`config.mk`:
```
export PLATFORM = sky130hd
export DESIGN_NAME = ipbus_wb_txn_master
export DESIGN_NICKNAME = d
export VERILOG_FILES = /design/src/rtl/ipbus_wb_txn_master.sv
export SDC_FILE = /design/constraint.sdc
export NUM_CORES = 1
export LEC_CHECK = 0
export BUFFER_PORTS_ARGS = -buffer_cell sky130_fd_sc_hd__buf_2
export CORE_MARGIN = 3
export CORE_UTILIZATION = 25
export CTS_CLUSTER_SIZE = 25
export DETAILED_ROUTE_END_ITERATION = 8
export PLACE_DENSITY = 0.52
export SYNTH_ARGS = -nofsm -noshare
export SYNTH_HDL_FRONTEND = slang
export SYNTH_SLANG_ARGS = --single-unit
```
`constraint.sdc`:
```
create_clock -name clk -period 1.9 [get_ports clk]
set_input_delay 0.19 -clock clk [delete_from_list [all_inputs] [get_ports clk]]
set_output_delay 0.19 -clock clk [all_outputs]
set_load 0.05 [all_outputs]
```
`src/rtl/ipbus_wb_txn_master.sv`:
```
// ipbus_wb_txn_master
//   Wishbone classic-cycle master driven by a single-outstanding transaction
//   stream. Accepts one request (op/addr/wdata), runs it on the bus, and
//   returns read data and a completion status. A per-access timeout aborts
//   accesses to a slave that never answers.
//
// Parameters
//   TIMEOUT_CYCLES : STB cycles allowed without ACK/ERR (1..65535)
//   CNT_W          : timeout counter width
//
// Ports
//   clk, rst                      : clock, synchronous active-high reset
//   req_valid/req_ready           : request handshake
//   req_op, req_addr, req_wdata   : op 00 WRITE, 01 READ, 10 IDLE, 11 illegal
//   rsp_valid/rsp_ready           : response handshake
//   rsp_rdata, rsp_status         : status 00 OK, 01 BUS_ERR, 10 TIMEOUT, 11 BAD_OP
//   wb_*                          : Wishbone classic master signals
//
// Optional: define IPBUS_WB_STATS_EN to add stats_clr and the
//   stat_txn / stat_err / stat_tmo response counters.

module ipbus_wb_txn_master #(
    parameter int TIMEOUT_CYCLES = 4000,
    parameter int CNT_W          = 16
) (
`ifdef IPBUS_WB_STATS_EN
    input  logic        stats_clr,
    output logic [31:0] stat_txn,
    output logic [31:0] stat_err,
    output logic [31:0] stat_tmo,
`endif
    input  logic        clk,
    input  logic        rst,
    input  logic        req_valid,
    output logic        req_ready,
    input  logic [1:0]  req_op,
    input  logic [31:0] req_addr,
    input  logic [31:0] req_wdata,
    output logic        rsp_valid,
    input  logic        rsp_ready,
    output logic [31:0] rsp_rdata,
    output logic [1:0]  rsp_status,
    output logic        wb_cyc_o,
    output logic        wb_stb_o,
    output logic        wb_we_o,
    output logic [31:0] wb_adr_o,
    output logic [31:0] wb_dat_o,
    input  logic [31:0] wb_dat_i,
    input  logic        wb_ack_i,
    input  logic        wb_err_i
);

    localparam logic [1:0] OP_WRITE = 2'b00;
    localparam logic [1:0] OP_READ  = 2'b01;
    localparam logic [1:0] OP_IDLE  = 2'b10;

    localparam logic [1:0] ST_OK      = 2'b00;
    localparam logic [1:0] ST_BUS_ERR = 2'b01;
    localparam logic [1:0] ST_TIMEOUT = 2'b10;
    localparam logic [1:0] ST_BAD_OP  = 2'b11;

    localparam logic [CNT_W-1:0] CNT_LAST = CNT_W'(TIMEOUT_CYCLES - 1);

    typedef enum logic [1:0] {S_IDLE, S_BUS, S_RESP} state_t;

    state_t            state, state_d;
    logic [CNT_W-1:0]  cnt, cnt_d;
    logic              cyc_d, stb_d, we_d;
    logic [31:0]       adr_d, dat_d, rdata_d;
    logic [1:0]        status_d;

    // Handshake outputs are pure state decodes, so they cannot disagree
    // with the FSM.
    assign req_ready = (state == S_IDLE);
    assign rsp_valid = (state == S_RESP);

    always_ff @(posedge clk) begin
        if (rst) begin
            state      <= S_IDLE;
            cnt        <= '0;
            wb_cyc_o   <= 1'b0;
            wb_stb_o   <= 1'b0;
            wb_we_o    <= 1'b0;
            wb_adr_o   <= '0;
            wb_dat_o   <= '0;
            rsp_rdata  <= '0;
            rsp_status <= ST_OK;
        end else begin
            state      <= state_d;
            cnt        <= cnt_d;
            wb_cyc_o   <= cyc_d;
            wb_stb_o   <= stb_d;
            wb_we_o    <= we_d;
            wb_adr_o   <= adr_d;
            wb_dat_o   <= dat_d;
            rsp_rdata  <= rdata_d;
            rsp_status <= status_d;
        end
    end

    always_comb begin
        state_d  = state;
        cnt_d    = cnt;
        cyc_d    = wb_cyc_o;
        stb_d    = wb_stb_o;
        we_d     = wb_we_o;
        adr_d    = wb_adr_o;
        dat_d    = wb_dat_o;
        rdata_d  = rsp_rdata;
        status_d = rsp_status;

        case (state)
            S_IDLE: begin
                if (req_valid) begin
                    case (req_op)
                        OP_WRITE, OP_READ: begin
                            state_d = S_BUS;
                            cnt_d   = '0;
                            cyc_d   = 1'b1;
                            stb_d   = 1'b1;
                            we_d    = (req_op == OP_WRITE);
                            adr_d   = req_addr;
                            dat_d   = (req_op == OP_WRITE) ? req_wdata : 32'h0;
                        end
                        OP_IDLE: begin
                            state_d  = S_RESP;
                            rdata_d  = 32'h0;
                            status_d = ST_OK;
                        end
                        default: begin
                            state_d  = S_RESP;
                            rdata_d  = 32'h0;
                            status_d = ST_BAD_OP;
                        end
                    endcase
                end
            end

            S_BUS: begin
                cnt_d = cnt + 1'b1;
                // Priority ERR > ACK > TIMEOUT; a reply on the last allowed
                // cycle still counts as a reply.
                if (wb_err_i || wb_ack_i || (cnt == CNT_LAST)) begin
                    state_d = S_RESP;
                    cnt_d   = '0;
                    cyc_d   = 1'b0;
                    stb_d   = 1'b0;
                    we_d    = 1'b0;
                    rdata_d = 32'h0;
                    if (wb_err_i) begin
                        status_d = ST_BUS_ERR;
                    end else if (wb_ack_i) begin
                        status_d = ST_OK;
                        // WE is still valid here; it only drops on exit.
                        if (!wb_we_o) rdata_d = wb_dat_i;
                    end else begin
                        status_d = ST_TIMEOUT;
                    end
                end
            end

            S_RESP: begin
                if (rsp_ready) state_d = S_IDLE;
            end

            default: state_d = S_IDLE;
        endcase
    end

`ifdef IPBUS_WB_STATS_EN
    logic rsp_fire;
    assign rsp_fire = rsp_valid && rsp_ready;

    always_ff @(posedge clk) begin
        if (rst || stats_clr) begin
            stat_txn <= '0;
            stat_err <= '0;
            stat_tmo <= '0;
        end else if (rsp_fire) begin
            stat_txn <= stat_txn + 32'd1;
            if (rsp_status == ST_BUS_ERR || rsp_status == ST_BAD_OP)
                stat_err <= stat_err + 32'd1;
            if (rsp_status == ST_TIMEOUT)
                stat_tmo <= stat_tmo + 32'd1;
        end
    end
`endif

endmodule

```
==> results.json, run 1 <==
{
  "max-cap-violations": 0,
  "die_h_um": 139.7,
  "initial_core_util_pct": 25.66,
  "syn_inst": 503,
  "drt-wirelength-per-cell_um": 15.63,
  "setup_slack_ns": -0.02086,
  "ys_warn_count": 0,
  "seq_area_frac_synth_pct": 52.86,
  "portBuffers": 206,
  "synth_top_area_cell": "dfxtp_1",
  "synth_area_leaders": "dfxtp_1 (53%), nand2_1 (9.2%), a21oi_1 (7.7%), a32o_1 (7.4%), nand3_1 (4.3%)",
  "drive_above_1_share_pct": 38.23,
  "tightest_slew_ns": 0.4777,
  "dp_slack_ns": -0.03913,
  "async_reset_ff_share_pct": 0,
  "crit_buf_inv": 1,
  "cts-root-buf": "clkbuf_16",
  "clock_skew_ns": 0.01012,
  "p_leak_nw": 3.090,
  "coreArea_um2": 17420,
  "netlist-cell-type-count": 45,
  "grt_pass1_vias": 4653,
  "rsz0062_at_grt": "true",
  "ir_drop_mv": 0.6084,
  "routed_wl_um": 15860,
  "outcome": "finished, violations left",
  "crit_chain": "or4_4 -> or4_4 -> buf_8 -> a32oi_2 -> o22ai_1",
  "fin_crit_sh_pct": 101.1,
  "critical_path_peak_fanout": 6,
  "grt_usage_pct": 15.70,
  "path_clk_slew_ns": 0.06,
  "post-route-util_pct": 41.85,
  "synth_ff_type": "dfxtp_1",
  "antenna_found_initial": 0,
  "cp_slowest_stage_delay_ns": 0.54,
  "whs_ns": 0.01915,
  "p_per_area_nw_per_um2": 930.5,
  "endpoint_kind": "flop",
  "reg2reg_slack_ns": -0.02,
  "insertion_delay_ns": 0.42,
  "ys_ff_latch": 118,
  "synth_top_area_share_pct": 52.86,
  "setup_viol": 8,
  "dieArea_um2": 19520,
  "vias": 4780,
  "ioPinCount": 207,
  "grt_pass1_wl_um": 24820,
  "htree_levels": 4,
  "cts_buffers": 17,
  "required_ns": 2.20,
  "clockBufferDepth": 2,
  "grt_max_degree": 67,
  "violations": "setup timing",
  "synth_common_cells": "dfxtp_1 (118), nand2_1 (110), a21oi_1 (69)",
  "yosysMostFrequentCell": "dfxtp_1",
  "fin_crit_ns": 1.921,
  "slew_viol_final": 0,
  "grt.overflow.total": 0,
  "dr.pass1.iters": 4,
  "start_kind": "flop",
  "hpwlAfterDp_um": 9871,
  "num_antenna_cells": 0,
  "path_common_cell": "or4_4",
  "clock_sinks": 118,
  "drc": 0,
  "syn_nets": 608,
  "hold_class": "input port to flop",
  "arrival_ns": 2.22,
  "dr.first_iter.drc_count": 194,
  "final_nets": 882,
  "max_slew_margin_pct": 68.16,
  "critPathSlowestCell": "or4_4",
  "timing.fmax_ghz": 0.5206,
  "cts_tree": "done",
  "synth-edff-count": 0,
  "ant_nets": 0,
  "synth_area_um2": 4469,
  "syn2layout_area_growth_pct": 63.07,
  "gp_congestion": 0.7823,
  "rows": 48,
  "dieWidth_um": 139.7,
  "avgSynthCellArea_um2": 8.885,
  "crit_type": "flop to flop",
  "crit_family": "simple AND/OR/NAND/NOR gates",
  "viasPerCell": 4.709,
  "hold_viol": 0
}
## per-layer routing
metal	up-vias	global-route usage [%]	wire, µm
met5	-	0	0
met4	0	5.099	190
met3	13	6.701	1463
met2	206	24.66	7174
met1	2198	19.49	7035
li1	2363	-	-
## power breakdown
part / switching (mW) / internal [mW] / total [mW]
clock network: 1.23 / 2.10 / 3.34
registers: 0.0356 / 2.54 / 2.57
logic: 0.547 / 0.325 / 0.872
total: 1.82 / 4.97 / 6.78
## cell usage in the layout (no fill, tap or decap), drive strengths merged, types with 2 or more instances in the layout
master / netlist / final
a32oi: 5 / 5
nand4b: 3 / 3
nor3: 4 / 4
clkinvlp: 0 / 5
nor2: 6 / 6
nand2b: 2 / 2
or3: 5 / 5
clkbuf: 37 / 20
clkinv: 0 / 5
and3: 3 / 3
nand2: 110 / 110
a31oi: 2 / 2
or4: 5 / 5
nor4: 2 / 2
a32o: 33 / 33
a211oi: 4 / 4
o2111ai: 3 / 3
bufinv: 0 / 3
nand3: 38 / 38
buf: 6 / 239
and4: 2 / 2
o21ai: 10 / 10
xor2: 3 / 3
nand4: 3 / 3
a21oi: 70 / 70
nor2b: 2 / 2
dlygate4sd3: 0 / 57
and2: 2 / 2
dfxtp: 118 / 118
o211ai: 5 / 5
inv: 9 / 10
## kinds of logic after synthesis
kind of cell	count (synthesis)	share of synthesized area, %
AOI/OAI and AO/OA	136	20.83
xor gates and xnor gates	4	0.7840
adders and majority gates	1	0.2799
buffers and inverters	52	4.731
DFF	118	52.86
muxes	1	0.2240
and+or+nand+nor	191	20.30
## metrics by stage
stage                     area [µm²]  setup TNS, ns  instances  total power, mW
after global placement          5869        -0.7917        916            3.353
after global routing            7288         -1.730       1015            7.062
after detailed placement        5869         -1.063        916            3.350
after CTS                       7152              0       1011            6.859
after floorplan                 4487              0        503            3.067
final                           7288        -0.1005       1015            6.782
## timing repair
action / 4_1_cts / 5_1_grt
setup buffers: 4 / 2
resized for setup: 4 / 24
hold buffers: 57 / 0
pin swaps: 2 / 9
gates cloned: 2 / 2
endpoints found under the hold margin: 57 / 0
setup endpoints to repair: 38 / 50
## sequential cells by signal (all words and copies together), names as in the netlist
name and count:
rsp_rdata 32, wb_adr_o 32, wb_dat_o 32, cnt 16, rsp_status 2, state 2, wb_stb_o 1, wb_we_o 1
## worst min-delay path, stage by stage
cell and delay, ns:
buf_2 0.09, nand2_1 0.05, a21oi_1 0.05
## layout make-up
type	count	area, µm²
clock buffer	18	439.2
clock inverter	14	176.4
fill	1734	10130
inverter	9	33.78
multi-input combinational	333	1999
sequential	118	2366
tap	225	281.5
timing repair buffer	298	1992
## path summary, 6_finish.rpt
kind,from,end,cells after the start
setup / recovery,cnt[15],cnt[7],5
setup reg to reg,cnt[15],cnt[7],5
hold / removal,req_addr[0],wb_adr_o[0],3
hold reg to reg,wb_dat_o[28],wb_dat_o[28],2
Note: power is estimated with default switching activity, not from simulation.
==> run 2: changes to the inputs <==
--- a/config.mk
+++ b/config.mk
@@ -10,7 +10,7 @@
 export CORE_UTILIZATION = 25
 export CTS_CLUSTER_SIZE = 25
 export DETAILED_ROUTE_END_ITERATION = 8
-export PLACE_DENSITY = 0.52
+export PLACE_DENSITY = 0.49
 export SYNTH_ARGS = -nofsm -noshare
 export SYNTH_HDL_FRONTEND = slang
 export SYNTH_SLANG_ARGS = --single-unit
==> results.json, run 2 (synthesis results as in run 1) <==
{
  "fin_crit_sh_pct": 100.9,
  "grt_pass1_wl_um": 23400,
  "dieWidth_um": 139.7,
  "drc": 0,
  "syn2layout_area_growth_pct": 55.07,
  "ioPinCount": 207,
  "p_sw_mw": 1.772,
  "r2r-start": "cnt[15]",
  "max_slew_margin_pct": 68.81,
  "path_clk_slew_ns": 0.06,
  "highest_layer": "met4",
  "setup_slack_ns": -0.01697,
  "reg2reg_depth": 5,
  "dp_slack_ns": -0.06056,
  "met1_length_um": 6435,
  "mostFrequentLayoutCells": "buf_2 (206), dfxtp_1 (115), nand2_1 (108)",
  "die_h_um": 139.7,
  "sw_frac_of_total_pct": 27.61,
  "timing.fmax_ghz": 0.5217,
  "top_regs": "rsp_rdata x32, wb_adr_o x32, wb_dat_o x32",
  "grt.overflow.total": 0,
  "setup_viol": 6,
  "tightest_slew_ns": 0.4679,
  "clock_sinks": 118,
  "p_per_area_nw_per_um2": 926.1,
  "fin_cells": 988,
  "start_kind": "flop",
  "vias": 4715,
  "gp_congestion": 0.8307,
  "ant_nets": 0,
  "routed_wl_um": 14880,
  "power_frac_clock_pct": 47.6,
  "drive_above_1_share_pct": 38.14,
  "cts_tree": "done",
  "slew_viol_final": 0,
  "nFillCells": 1757,
  "hold_depth": 3,
  "clockBufferDepth": 2,
  "ir_drop_mv": 0.7417,
  "internal_power_mw": 4.646,
  "num_antenna_cells": 0,
  "hold_start": "req_addr[30]",
  "hold_class": "input port to flop",
  "grt_max_degree": 74,
  "dr.pass1.iters": 4,
  "cts-root-buf": "clkbuf_16",
  "power_mw": 6.418,
  "portBuffers": 206,
  "met3_length_um": 1361,
  "hpwlAfterDp_um": 10130,
  "antenna_found_initial": 0,
  "htree_levels": 4,
  "arrival_ns": 2.21,
  "critical_path_peak_fanout": 33,
  "fin_crit_ns": 1.917,
  "rows": 48,
  "hold_viol": 0,
  "dieArea_um2": 19520,
  "viasPerCell": 4.772,
  "final_nets": 855,
  "drt-wirelength-per-cell_um": 15.06,
  "grt_usage_pct": 14.71,
  "min_to": "wb_adr_o[30]",
  "placed_cells": 918,
  "initial_core_util_pct": 25.66,
  "timing.rr.end": "rsp_rdata[24]",
  "reg2reg_slack_ns": -0.02,
  "place_area_um2": 5909,
  "power_frac_seq_pct": 40.1,
  "p_leak_nw": 2.933,
  "cts_buffers": 17,
  "final_common_cell": "buf_2",
  "max-cap-violations": 0,
  "violations": "setup timing",
  "combPwrFrac_pct": 12.3,
  "clock_skew_ns": 0.01021,
  "crit_type": "flop to flop",
  "final_area_um2": 6930,
  "coreArea_um2": 17420,
  "outcome": "finished, violations left",
  "endpoint_kind": "flop",
  "wl_met2_um": 6950,
  "insertion_delay_ns": 0.42,
  "rsz0062_at_grt": "true",
  "required_ns": 2.20,
  "grt_pass1_vias": 4552,
  "dr.first_iter.drc_count": 191
}
==> run 2: cell count changes in the layout (fill, tap and decap cells not counted), sizes merged <==
cell / before / now
bufinv: 3 / 1
clkinvlp: 5 / 4
inv: 10 / 11
clkinv: 5 / 7
clkbuf: 20 / 18
dlygate4sd3: 57 / 36
buf: 239 / 235
==> run 2: final cells by class <==
type | instances | area [µm²] | area share, %
Tap cell | 225 | 281.5 | 4.062
Clock inverter | 14 | 127.6 | 1.841
Clock buffer | 18 | 439.2 | 6.337
Multi-Input combinational cell | 333 | 1986 | 28.65
Timing Repair Buffer | 271 | 1697 | 24.48
Sequential cell | 118 | 2366 | 34.14
Inverter | 9 | 33.78 | 0.4875
==> run 2: layer usage <==
| metal | GRT usage, % | up-vias |
|---|---|---|
| met3 | 6.392 | 12 |
| met4 | 3.621 | 0 |
| met1 | 18.08 | 2211 |
| li1 | - | 2301 |
| met2 | 23.83 | 191 |
| met5 | 0 | - |
==> run 2: power groups by stage <==
stage / Clock [mW] / Sequential (mW) / Combinational, mW
finish: 3.06 / 2.57 / 0.791
global route: 3.25 / 2.58 / 0.847
CTS: 3.12 / 2.57 / 0.792
detailed placement: 0 / 2.63 / 0.725
global placement: 0 / 2.62 / 0.718
floorplan: 0 / 2.83 / 0.241
==> run 2: what timing repair did <==
| action | CTS | global route |
|---|---|---|
| hold buffers | 36 | 0 |
| buffers inserted | 1 | 1 |
| endpoints found under the setup margin | 36 | 18 |
| pin swaps | 2 | 7 |
| resized for setup | 3 | 13 |
| endpoints found under the hold margin | 36 | 0 |
==> run 2: through the flow <==
stage / hold WS, ns / util, % / TNS [ns]
6_report: 0.01920 / 39.79 / -0.04253
5_1_grt: 0.009365 / 39.79 / -1.799
4_1_cts: 0.003196 / 39.46 / -0.01967
3_5_place_dp: 0.4059 / 33.93 / -1.468
3_3_place_gp: 0.4002 / 33.93 / -0.4304
2_1_floorplan: 0.3098 / - / 0
==> run 2: worst max-delay path by stage <==
stage	slack (ns)	cells after the start	endpoint	start
2_1_floorplan	0.04	5	rsp_status[0]	cnt[15]
3_3_place_gp	-0.01	5	rsp_rdata[16]	cnt[15]
3_5_place_dp	-0.06	5	rsp_rdata[22]	cnt[15]
4_1_cts	-0.02	5	cnt[2]	cnt[15]
5_1_grt	-0.08	5	rsp_rdata[24]	cnt[15]
6_report	-0.02	5	rsp_rdata[24]	cnt[15]
==> run 2: critical path, cell delays in order, from the launching register on <==
cell and delay (ns):
dfxtp_2 0.33, or4_4 0.56, nor4_4 0.33, o21ai_2 0.12, buf_12 0.19, a32o_1 0.27
==> run 3: changes to the inputs <==
--- a/config.mk
+++ b/config.mk
@@ -11,6 +11,7 @@
 export CTS_CLUSTER_SIZE = 25
 export DETAILED_ROUTE_END_ITERATION = 8
 export PLACE_DENSITY = 0.49
+export SKIP_LAST_GASP = 1
 export SYNTH_ARGS = -nofsm -noshare
 export SYNTH_HDL_FRONTEND = slang
 export SYNTH_SLANG_ARGS = --single-unit
==> results.json, run 3 (synthesis results as in run 1) <==
{
  "start_kind": "flop",
  "p_sw_mw": 1.768,
  "dr.first_iter.drc_count": 212,
  "ir_drop_mv": 0.7441,
  "whs_ns": 0.01929,
  "final_nets": 855,
  "setup_viol": 4,
  "violations": "setup timing",
  "timing.rr.end": "cnt[2]",
  "post-route-util_pct": 39.60,
  "setup_slack_ns": -0.02895,
  "tightest_slew_ns": 0.4574,
  "hold_viol": 0,
  "fin_crit_ns": 1.929,
  "max_slew_margin_pct": 69.51,
  "hold_start": "req_addr[30]",
  "ioPinCount": 207,
  "path_clk_slew_ns": 0.06,
  "rsz0062_at_grt": "true",
  "critical_path_peak_fanout": 13,
  "drt-wirelength-per-cell_um": 14.94,
  "grt.overflow.total": 0,
  "gp_congestion": 0.8307,
  "internal_power_mw": 4.644,
  "crit_type": "flop to flop",
  "htree_levels": 4,
  "coreArea_um2": 17420,
  "final_common_cell": "buf_2",
  "endpoint_kind": "flop",
  "grt_max_degree": 74,
  "hold_depth": 3,
  "dr.pass1.iters": 4,
  "p_leak_nw": 2.931,
  "insertion_delay_ns": 0.42,
  "hold_class": "input port to flop",
  "drive_above_1_share_pct": 37.22,
  "power_frac_seq_pct": 40.1,
  "fin_crit_sh_pct": 101.5,
  "nFillCells": 1757,
  "placed_cells": 918,
  "mostFrequentLayoutCells": "buf_2 (206), dfxtp_1 (116), nand2_1 (109)",
  "arrival_ns": 2.22,
  "rows": 48,
  "cts-root-buf": "clkbuf_16",
  "vias": 4707,
  "grt_pass1_wl_um": 23400,
  "clock_skew_ns": 0.01048,
  "hpwlAfterDp_um": 10130,
  "grt_pass1_vias": 4552,
  "clock_sinks": 118,
  "ant_nets": 0,
  "viasPerCell": 4.764,
  "initial_core_util_pct": 25.66,
  "dieWidth_um": 139.7,
  "combPwrFrac_pct": 12.3,
  "antenna_found_initial": 0,
  "syn2layout_area_growth_pct": 54.31,
  "clockBufferDepth": 2,
  "min_to": "wb_adr_o[30]",
  "reg2reg_slack_ns": -0.03,
  "grt_usage_pct": 14.71,
  "top_regs": "rsp_rdata x32, wb_adr_o x32, wb_dat_o x32",
  "portBuffers": 206,
  "sw_frac_of_total_pct": 27.57,
  "drc": 0,
  "timing.fmax_ghz": 0.5184,
  "routed_wl_um": 14760,
  "cts_buffers": 17,
  "p_per_area_nw_per_um2": 929.7,
  "num_antenna_cells": 0,
  "dieArea_um2": 19520,
  "power_frac_clock_pct": 47.6,
  "fin_cells": 988,
  "r2r-start": "cnt[15]",
  "slew_viol_final": 0,
  "max-cap-violations": 0,
  "outcome": "finished, violations left",
  "required_ns": 2.19,
  "die_h_um": 139.7,
  "cts_tree": "done",
  "reg2reg_depth": 5
}
==> run 3: per-layer routing <==
metal	track usage [%]	vias up	wire, µm
li1	-	2296	-
met4	3.621	0	154
met3	6.392	14	1413
met2	23.83	205	6841
met5	0	-	0
met1	18.08	2192	6350
==> run 3: final cells by class <==
class | count | area (µm²) | share of cell area, %
clock buffer | 18 | 439.2 | 6.368
tap | 225 | 281.5 | 4.082
inverter | 9 | 33.78 | 0.4898
clock inverter | 14 | 127.6 | 1.851
multi-input combinational | 333 | 1953 | 28.32
sequential | 118 | 2365 | 34.29
timing repair buffer | 271 | 1697 | 24.60
==> run 3: worst max-delay path by stage <==
stage | startpoint | to | slack (ns) | cells after the start
finish | cnt[15] | cnt[2] | -0.03 | 5
global placement | cnt[15] | rsp_rdata[16] | -0.01 | 5
CTS | cnt[15] | cnt[2] | -0.02 | 5
global route | cnt[15] | cnt[2] | -0.08 | 5
detailed placement | cnt[15] | rsp_rdata[22] | -0.06 | 5
floorplan | cnt[15] | rsp_status[0] | 0.04 | 5
==> run 3: critical path, stage by stage, from the launching register on <==
cell and delay, ns:
dfxtp_1 0.32, or4_4 0.56, or4_4 0.47, buf_12 0.17, a32oi_1 0.19, mux2i_1 0.09
==> run 3: power by group through the flow <==
stage                     clock (mW)  sequential, mW  combinational, mW
final                           3.05            2.57              0.787
after floorplan                    0            2.83              0.241
after global placement             0            2.62              0.718
after global routing            3.25            2.58              0.844
after CTS                       3.12            2.57              0.792
after detailed placement           0            2.63              0.725
==> run 3: stage by stage <==
| stage | TNS (ns) | area (µm²) | setup WS, ns | power [mW] |
|---|---|---|---|---|
| 2_1_floorplan | 0 | 4487 | 0.03963 | 3.067 |
| 3_3_place_gp | -0.4304 | 5909 | -0.01467 | 3.342 |
| 3_5_place_dp | -1.468 | 5909 | -0.06056 | 3.350 |
| 4_1_cts | -0.02250 | 6872 | -0.02250 | 6.489 |
| 5_1_grt | -0.6320 | 6897 | -0.07756 | 6.675 |
| 6_report | -0.04952 | 6897 | -0.02895 | 6.412 |
==> run 3: timing repair <==
| item | 4_1_cts | 5_1_grt |
|---|---|---|
| setup buffers | 1 | 1 |
| endpoints found under the setup margin | 36 | 18 |
| hold buffers | 36 | 0 |
| pin swaps | 2 | 0 |
| gates resized for setup | 2 | 5 |
| endpoints found under the hold margin | 36 | 0 |
